**src/rtl/hash_word_pipe.sv**
```systemverilog
// hash_word_pipe: fully pipelined Jenkins lookup3 hashword engine.
// One request per cycle, constant latency of 1 + 6*(NB-1) + 7 register stages
// plus the output register. The whole pipe advances under one enable that
// drops only while the output is full and the consumer is not ready.
module hash_word_pipe #(
  parameter int MAX_WORDS = 3,
  parameter int TAG_W     = 8
) (
  input  logic                           clk,
  input  logic                           rst_n,
  input  logic                           in_valid,
  output logic                           in_ready,
  input  logic [32*MAX_WORDS-1:0]        key,
  input  logic [$clog2(MAX_WORDS+1)-1:0] key_len,
  input  logic [31:0]                    initval,
  input  logic [TAG_W-1:0]               tag_in,
  output logic                           out_valid,
  input  logic                           out_ready,
  output logic [31:0]                    hash,
  output logic [31:0]                    hash_b,
  output logic [TAG_W-1:0]               tag_out
);

  localparam int KW   = 32 * MAX_WORDS;
  localparam int LW   = $clog2(MAX_WORDS + 1);
  localparam int NB   = (MAX_WORDS + 2) / 3;
  localparam int NMIX = 6 * (NB - 1);
  localparam int LAT  = NMIX + 8;

  // Pipeline state. abc is packed as {a, b, c}. Keys are only kept until the
  // final block has consumed its tail words; lengths until the last stage.
  logic [95:0]      abc_r     [LAT];
  logic [95:0]      nxt_abc_s [LAT];
  logic [KW-1:0]    key_r     [NMIX+1];
  logic [LW-1:0]    len_r     [LAT-1];
  logic [TAG_W-1:0] tag_r     [LAT];
  logic [LAT-1:0]   vld_r;
  logic             en_s;
  logic [31:0]      init_s;

  function automatic logic [31:0] rotl(input logic [31:0] x, input int r);
    return (x << r) | (x >> (32 - r));
  endfunction

  // Out-of-range indices (only reachable with an illegal key_len) read zero.
  function automatic logic [31:0] get_word(input logic [KW-1:0] k, input int idx);
    if (idx >= 0 && idx < MAX_WORDS) begin
      return k[32*idx +: 32];
    end else begin
      return 32'd0;
    end
  endfunction

  // One line of the lookup3 mix; block j is skipped when the key is too short.
  function automatic logic [95:0] mix_stage(input int j, input int k,
                                            input logic [95:0] abc,
                                            input logic [KW-1:0] kv,
                                            input logic [LW-1:0] len);
    logic [31:0] a, b, c;
    logic [2:0]  st;
    {a, b, c} = abc;
    st = 3'(k);
    if (int'(len) > 3 * (j + 1)) begin
      if (st == 3'd0) begin
        a = a + get_word(kv, 3 * j);
        b = b + get_word(kv, 3 * j + 1);
        c = c + get_word(kv, 3 * j + 2);
      end else begin
        a = a;
      end
      case (st)
        3'd0: begin a = a - c; a = a ^ rotl(c, 4);  c = c + b; end
        3'd1: begin b = b - a; b = b ^ rotl(a, 6);  a = a + c; end
        3'd2: begin c = c - b; c = c ^ rotl(b, 8);  b = b + a; end
        3'd3: begin a = a - c; a = a ^ rotl(c, 16); c = c + b; end
        3'd4: begin b = b - a; b = b ^ rotl(a, 19); a = a + c; end
        3'd5: begin c = c - b; c = c ^ rotl(b, 4);  b = b + a; end
        default: begin a = a; end
      endcase
    end else begin
      a = a;
    end
    return {a, b, c};
  endfunction

  // One line of the lookup3 final; the first line also folds in the tail.
  function automatic logic [95:0] fin_stage(input int k,
                                            input logic [95:0] abc,
                                            input logic [KW-1:0] kv,
                                            input logic [LW-1:0] len);
    logic [31:0] a, b, c;
    logic [2:0]  st;
    int          nact, t, n;
    {a, b, c} = abc;
    st = 3'(k);
    nact = 0;
    for (int j = 0; j < NB - 1; j++) begin
      nact = nact + ((int'(len) > 3 * (j + 1)) ? 1 : 0);
    end
    t = 3 * nact;
    n = int'(len) - t;
    if (len != {LW{1'b0}}) begin
      if (st == 3'd0) begin
        if (n >= 1) a = a + get_word(kv, t);     else a = a;
        if (n >= 2) b = b + get_word(kv, t + 1); else b = b;
        if (n >= 3) c = c + get_word(kv, t + 2); else c = c;
      end else begin
        a = a;
      end
      case (st)
        3'd0: begin c = c ^ b; c = c - rotl(b, 14); end
        3'd1: begin a = a ^ c; a = a - rotl(c, 11); end
        3'd2: begin b = b ^ a; b = b - rotl(a, 25); end
        3'd3: begin c = c ^ b; c = c - rotl(b, 16); end
        3'd4: begin a = a ^ c; a = a - rotl(c, 4);  end
        3'd5: begin b = b ^ a; b = b - rotl(a, 14); end
        3'd6: begin c = c ^ b; c = c - rotl(b, 24); end
        default: begin a = a; end
      endcase
    end else begin
      a = a;
    end
    return {a, b, c};
  endfunction

  assign en_s     = !out_valid || out_ready;
  assign in_ready = en_s;

  // Next-state of every a/b/c stage: seed, mix blocks, then the final block
  always_comb begin
    for (int s = 0; s < LAT; s++) begin
      nxt_abc_s[s] = 96'd0;
    end
    init_s       = 32'hdeadbeef + (32'(key_len) << 2) + initval;
    nxt_abc_s[0] = {init_s, init_s, init_s};
    for (int s = 1; s <= NMIX; s++) begin
      nxt_abc_s[s] = mix_stage((s - 1) / 6, (s - 1) % 6, abc_r[s-1], key_r[s-1], len_r[s-1]);
    end
    for (int k = 0; k < 7; k++) begin
      nxt_abc_s[NMIX+1+k] = fin_stage(k, abc_r[NMIX+k], key_r[NMIX], len_r[NMIX+k]);
    end
  end

  // Data pipeline shift; contents only matter where the matching valid bit is set
  always_ff @(posedge clk) begin
    if (en_s) begin
      for (int s = 0; s < LAT; s++) begin
        abc_r[s] <= nxt_abc_s[s];
      end
      tag_r[0] <= tag_in;
      for (int s = 1; s < LAT; s++) begin
        tag_r[s] <= tag_r[s-1];
      end
      key_r[0] <= key;
      for (int s = 1; s <= NMIX; s++) begin
        key_r[s] <= key_r[s-1];
      end
      len_r[0] <= key_len;
      for (int s = 1; s < LAT - 1; s++) begin
        len_r[s] <= len_r[s-1];
      end
    end
  end

  // Valid chain and output register; reset discards everything in flight
  always_ff @(posedge clk or negedge rst_n) begin
    if (!rst_n) begin
      vld_r     <= {LAT{1'b0}};
      out_valid <= 1'b0;
      hash      <= 32'd0;
      hash_b    <= 32'd0;
      tag_out   <= {TAG_W{1'b0}};
    end else if (en_s) begin
      vld_r     <= {vld_r[LAT-2:0], in_valid};
      out_valid <= vld_r[LAT-1];
      hash      <= abc_r[LAT-1][31:0];
      hash_b    <= abc_r[LAT-1][63:32];
      tag_out   <= tag_r[LAT-1];
    end
  end

endmodule

```
**config.mk**
```make
export PLATFORM = sky130hd
export DESIGN_NAME = hash_word_pipe
export DESIGN_NICKNAME = d
export VERILOG_FILES = /design/src/rtl/hash_word_pipe.sv
export SDC_FILE = /design/constraint.sdc
export NUM_CORES = 2
export LEC_CHECK = 0
export CAP_MARGIN = 15
export CELL_PAD_IN_SITES_DETAIL_PLACEMENT = 1
export CELL_PAD_IN_SITES_GLOBAL_PLACEMENT = 1
export CORE_ASPECT_RATIO = 1.2
export CORE_MARGIN = 8
export CORE_UTILIZATION = 54
export DETAILED_ROUTE_END_ITERATION = 10
export GPL_ROUTABILITY_DRIVEN = 1
export PLACE_DENSITY_LB_ADDON = 0.15
export SYNTH_ARGS = -nofsm -noshare
export SYNTH_HDL_FRONTEND = slang
export SYNTH_SLANG_ARGS = --single-unit
```
**constraint.sdc**
```tcl
create_clock -name clk -period 122.3 [get_ports clk]
set_input_delay 36.69 -clock clk [delete_from_list [all_inputs] [get_ports clk]]
set_output_delay 36.69 -clock clk [all_outputs]
set_load 0.1 [all_outputs]
```
==> tab_implementation.tex <==
\begin{tabular}{lr}
\hline
Metric & Value \\
\hline
\multicolumn{2}{l}{\textbf{Run status}} \\
Outcome & completed \\
\multicolumn{2}{l}{\textbf{Clock tree}} \\
Largest buffer count on any clock path & 3 \\
CTS clock-pin slew for the worst setup and hold paths & 70 ps \\
Library cell used as clock root buffer & sky130\_fd\_sc\_hd\_\_clkbuf\_16 \\
Cts hold-fix bufs & 0 \\
H-tree depth & 3 \\
Clock latency reported for the late side of the worst-skew pair & 680 ps \\
Buffers inserted during post-CTS setup optimization & 0 \\
CTS tree & yes \\
Sinks on the clock net & 895 \\
Count of instances resized after the clock tree is built & 0 \\
Inserted Clock Buffers & 94 \\
\multicolumn{2}{l}{\textbf{Critical path}} \\
Reg2reg setup slack & 115,430 ps \\
Type of element launching the critical path & input port \\
End of the worst register-to-register path & abc\_r[1][27] \\
Type of element capturing the critical path & output port \\
Highest net fanout along the worst path & 40 \\
WP data required & 85,610 ps \\
Depth of the most critical reg-to-reg path & 28 \\
Reg-to-reg startpoint & abc\_r[0][76] \\
Critical path class & input port to output port \\
Arrival time of data at the critical path endpoint & 39,010 ps \\
\multicolumn{2}{l}{\textbf{Floorplan}} \\
\# IOs & 216 \\
Site Rows & 121 \\
Full die area & 0.1015 mm2 \\
Initial standard-cell utilization of the core & 54.51\% \\
Std-Cell Core Area & 0.09069 mm2 \\
Die extent in x & 292.2 um \\
Die height & 347.4 um \\
\multicolumn{2}{l}{\textbf{Synth}} \\
Total of flip-flops plus latches after synthesis & 895 \\
Largest cells by area after synthesis & sky130\_fd\_sc\_hd\_\_edfxtp\_1 (49\%), sky130\_fd\_sc\_hd\_\_ha\_1 (8.5\%), sky130\_fd\_sc\_hd\_\_xor2\_1 (5.8\%), sky130\_fd\_sc\_hd\_\_dfrtp\_1 (4.1\%), sky130\_fd\_sc\_hd\_\_o21ai\_0 (3.4\%) \\
Cell area after synthesis & 0.04943 mm2 \\
Mapped Avg Cell Area & 11.56 um2 \\
Post-synth top flop & sky130\_fd\_sc\_hd\_\_edfxtp\_1 \\
Leading post-synthesis cells by instance count & sky130\_fd\_sc\_hd\_\_edfxtp\_1 (814), sky130\_fd\_sc\_hd\_\_nand2\_1 (352), sky130\_fd\_sc\_hd\_\_inv\_1 (336) \\
Syn Inst Count & 4,274 \\
Distinct cell type count after synthesis & 102 \\
Area share of the leading cell type in the synthesized netlist & 49.45\% \\
Post-synth net total & 4,761 \\
Library cell with the largest summed area after synthesis & sky130\_fd\_sc\_hd\_\_edfxtp\_1 \\
Sequential element share of the synthesized area & 53.55\% \\
Ys async rst share & 9.050\% \\
Post-synth EDFFs & 814 \\
Library cell with the highest instance count after synthesis & sky130\_fd\_sc\_hd\_\_edfxtp\_1 \\
Synthesis Warnings & 0 \\
\multicolumn{2}{l}{\textbf{GRT}} \\
Vias in the first global route & 37,046 \\
Wire length of the first global-routing pass & 223.5 mm \\
Remaining Overflow, GRT & 0 \\
Global-route total usage across every layer & 28.98\% \\
Antenna violations before repair & 0 \\
Largest net degree at the start of global routing & 79 \\
\multicolumn{2}{l}{\textbf{Placed design}} \\
Half-perimeter wire length after detailed placement & 116.5 mm \\
Count of buffers from port buffering & 215 \\
Placer's final routability congestion estimate & 0.9910 \\
Total placed instance area & 0.05307 mm2 \\
Worst slack at placement & 46,620 ps \\
\multicolumn{2}{l}{\textbf{Finish}} \\
Ratio of cells with drive above 1 in the final layout & 7.801\% \\
Number of nets in the final layout & 5,023 \\
Finished Cell Area & 0.05624 mm2 \\
Area added between synthesis and finish & 13.78\% \\
\multicolumn{2}{l}{\textbf{STA}} \\
Max-slew violation total from the final report & 0 \\
Setup tns final & 0 ps \\
Hold Violations, Final & 0 \\
Final setup fails & 0 \\
Tcrit/Tclk final & 61.90\% \\
Clock tree skew after final layout & 42.61 ps \\
Worst setup slack after layout & 46,600 ps \\
Highest attainable clock frequency & 0.01321 GHz \\
Worst slew margin relative to its limit & 26.61\% \\
Worst Max-Slew Pin Slew & 1101 ps \\
Min cycle time layout & 75,700 ps \\
Setup repair after global routing missed its margin & no \\
\multicolumn{2}{l}{\textbf{Route}} \\
Number of nets still failing antenna checks after routing & 0 \\
Remaining routing DRC violations & 0 \\
Wirelength per Cell & 25.83 um \\
DRT Pass-1 Iters & 5 \\
Final Routed Wirelength & 149.4 mm \\
Drt first-iter violations & 1,856 \\
Via total after detailed routing & 33,975 \\
Detailed-route vias per instance & 5.874 \\
\multicolumn{2}{l}{\textbf{Worst hold path}} \\
Min-Delay Path Depth & 0 \\
Source of the worst hold timing path & abc\_r[2][3] \\
Type of the worst min-delay path & register to register \\
Worst-case hold path end point & abc\_r[3][3] \\
\multicolumn{2}{l}{\textbf{Job}} \\
Count of max-cap constraint violations & 0 \\
\hline
\end{tabular}
[final cells by class]
class	instances	area, um2
Multi-Input combinational cell	2948	21390
Antenna cell	1	2.502
Timing Repair Buffer	261	2495
Sequential cell	895	26470
Fill cell	9170	34450
Clock inverter	55	564.3
Clock buffer	120	2596
Inverter	336	1261
Tap cell	1168	1461
[routing by layer]
layer	routed length (um)	GRT usage (%)	vias to the layer above
li1	-	-	16082
met1	50070	27.51	16683
met2	80360	55.70	823
met3	4477	3.292	387
met4	14460	23.08	0
met5	0	0	-
[metrics by stage]
| stage | instances | hold slack, ps | utilization [%] |
|---|---|---|---|
| 2_1_floorplan | 4274 | 400.3 | - |
| 3_3_place_gp | 5607 | 400.2 | 58.52 |
| 3_5_place_dp | 5607 | 405.2 | 58.52 |
| 4_1_cts | 5782 | 393.6 | 62.00 |
| 5_1_grt | 5783 | 394.7 | 62.01 |
| 6_report | 5784 | 397.1 | 62.01 |
[critical path, stage by stage]
cell,delay (ps)
sky130_fd_sc_hd__clkdlybuf4s50_1,480
sky130_fd_sc_hd__nand2b_4,520
sky130_fd_sc_hd__clkdlybuf4s50_1,1260
[cells by family after synthesis]
| family | count (synthesis) | synth area share [%] |
|---|---|---|
| adders and majority gates | 347 | 8.925 |
| xor gates and xnor gates | 505 | 8.991 |
| buffers and inverters | 431 | 3.298 |
| muxes | 123 | 2.767 |
| and+or+nand+nor | 879 | 8.493 |
| AOI/OAI and AO/OA | 1094 | 13.97 |
| DFF | 895 | 53.55 |
[worst max-delay path by stage]
stage | start | end | slack, ps | cells past startpoint
after CTS | out_ready | in_ready | 46600 | 3
final | out_ready | in_ready | 46600 | 3
after detailed placement | out_ready | in_ready | 46620 | 3
after global routing | out_ready | in_ready | 46550 | 3
after floorplan | out_ready | in_ready | 25650 | 3
after global placement | out_ready | in_ready | 46650 | 3
[state kept, by name, summed over array words and instances, names as in the netlist]
signal and count:
abc_r 640, key_r 96, tag_r 64, hash 32
hash_b 32, len_r 14, tag_out 8, vld_r 8
out_valid 1
[placed cells by master (no fill, tap or decap), types with 59 or more instances in the layout]
master,netlist,final
sky130_fd_sc_hd__clkdlybuf4s50_1,0,214
sky130_fd_sc_hd__o21ai_0,335,335
sky130_fd_sc_hd__xor2_1,328,328
sky130_fd_sc_hd__mux2_2,105,105
sky130_fd_sc_hd__inv_1,336,336
sky130_fd_sc_hd__dfrtp_1,81,81
sky130_fd_sc_hd__clkbuf_16,0,99
sky130_fd_sc_hd__xnor2_1,175,175
sky130_fd_sc_hd__nand3_1,59,59
sky130_fd_sc_hd__a21oi_1,261,261
sky130_fd_sc_hd__nor2_1,176,170
sky130_fd_sc_hd__a21o_1,148,148
sky130_fd_sc_hd__ha_1,335,335
sky130_fd_sc_hd__nand2_1,352,352
sky130_fd_sc_hd__edfxtp_1,814,814
Power is left out: the tool's default activity adds up to more than one toggle a clock period on the data nets, which glitch-free logic cannot reach.
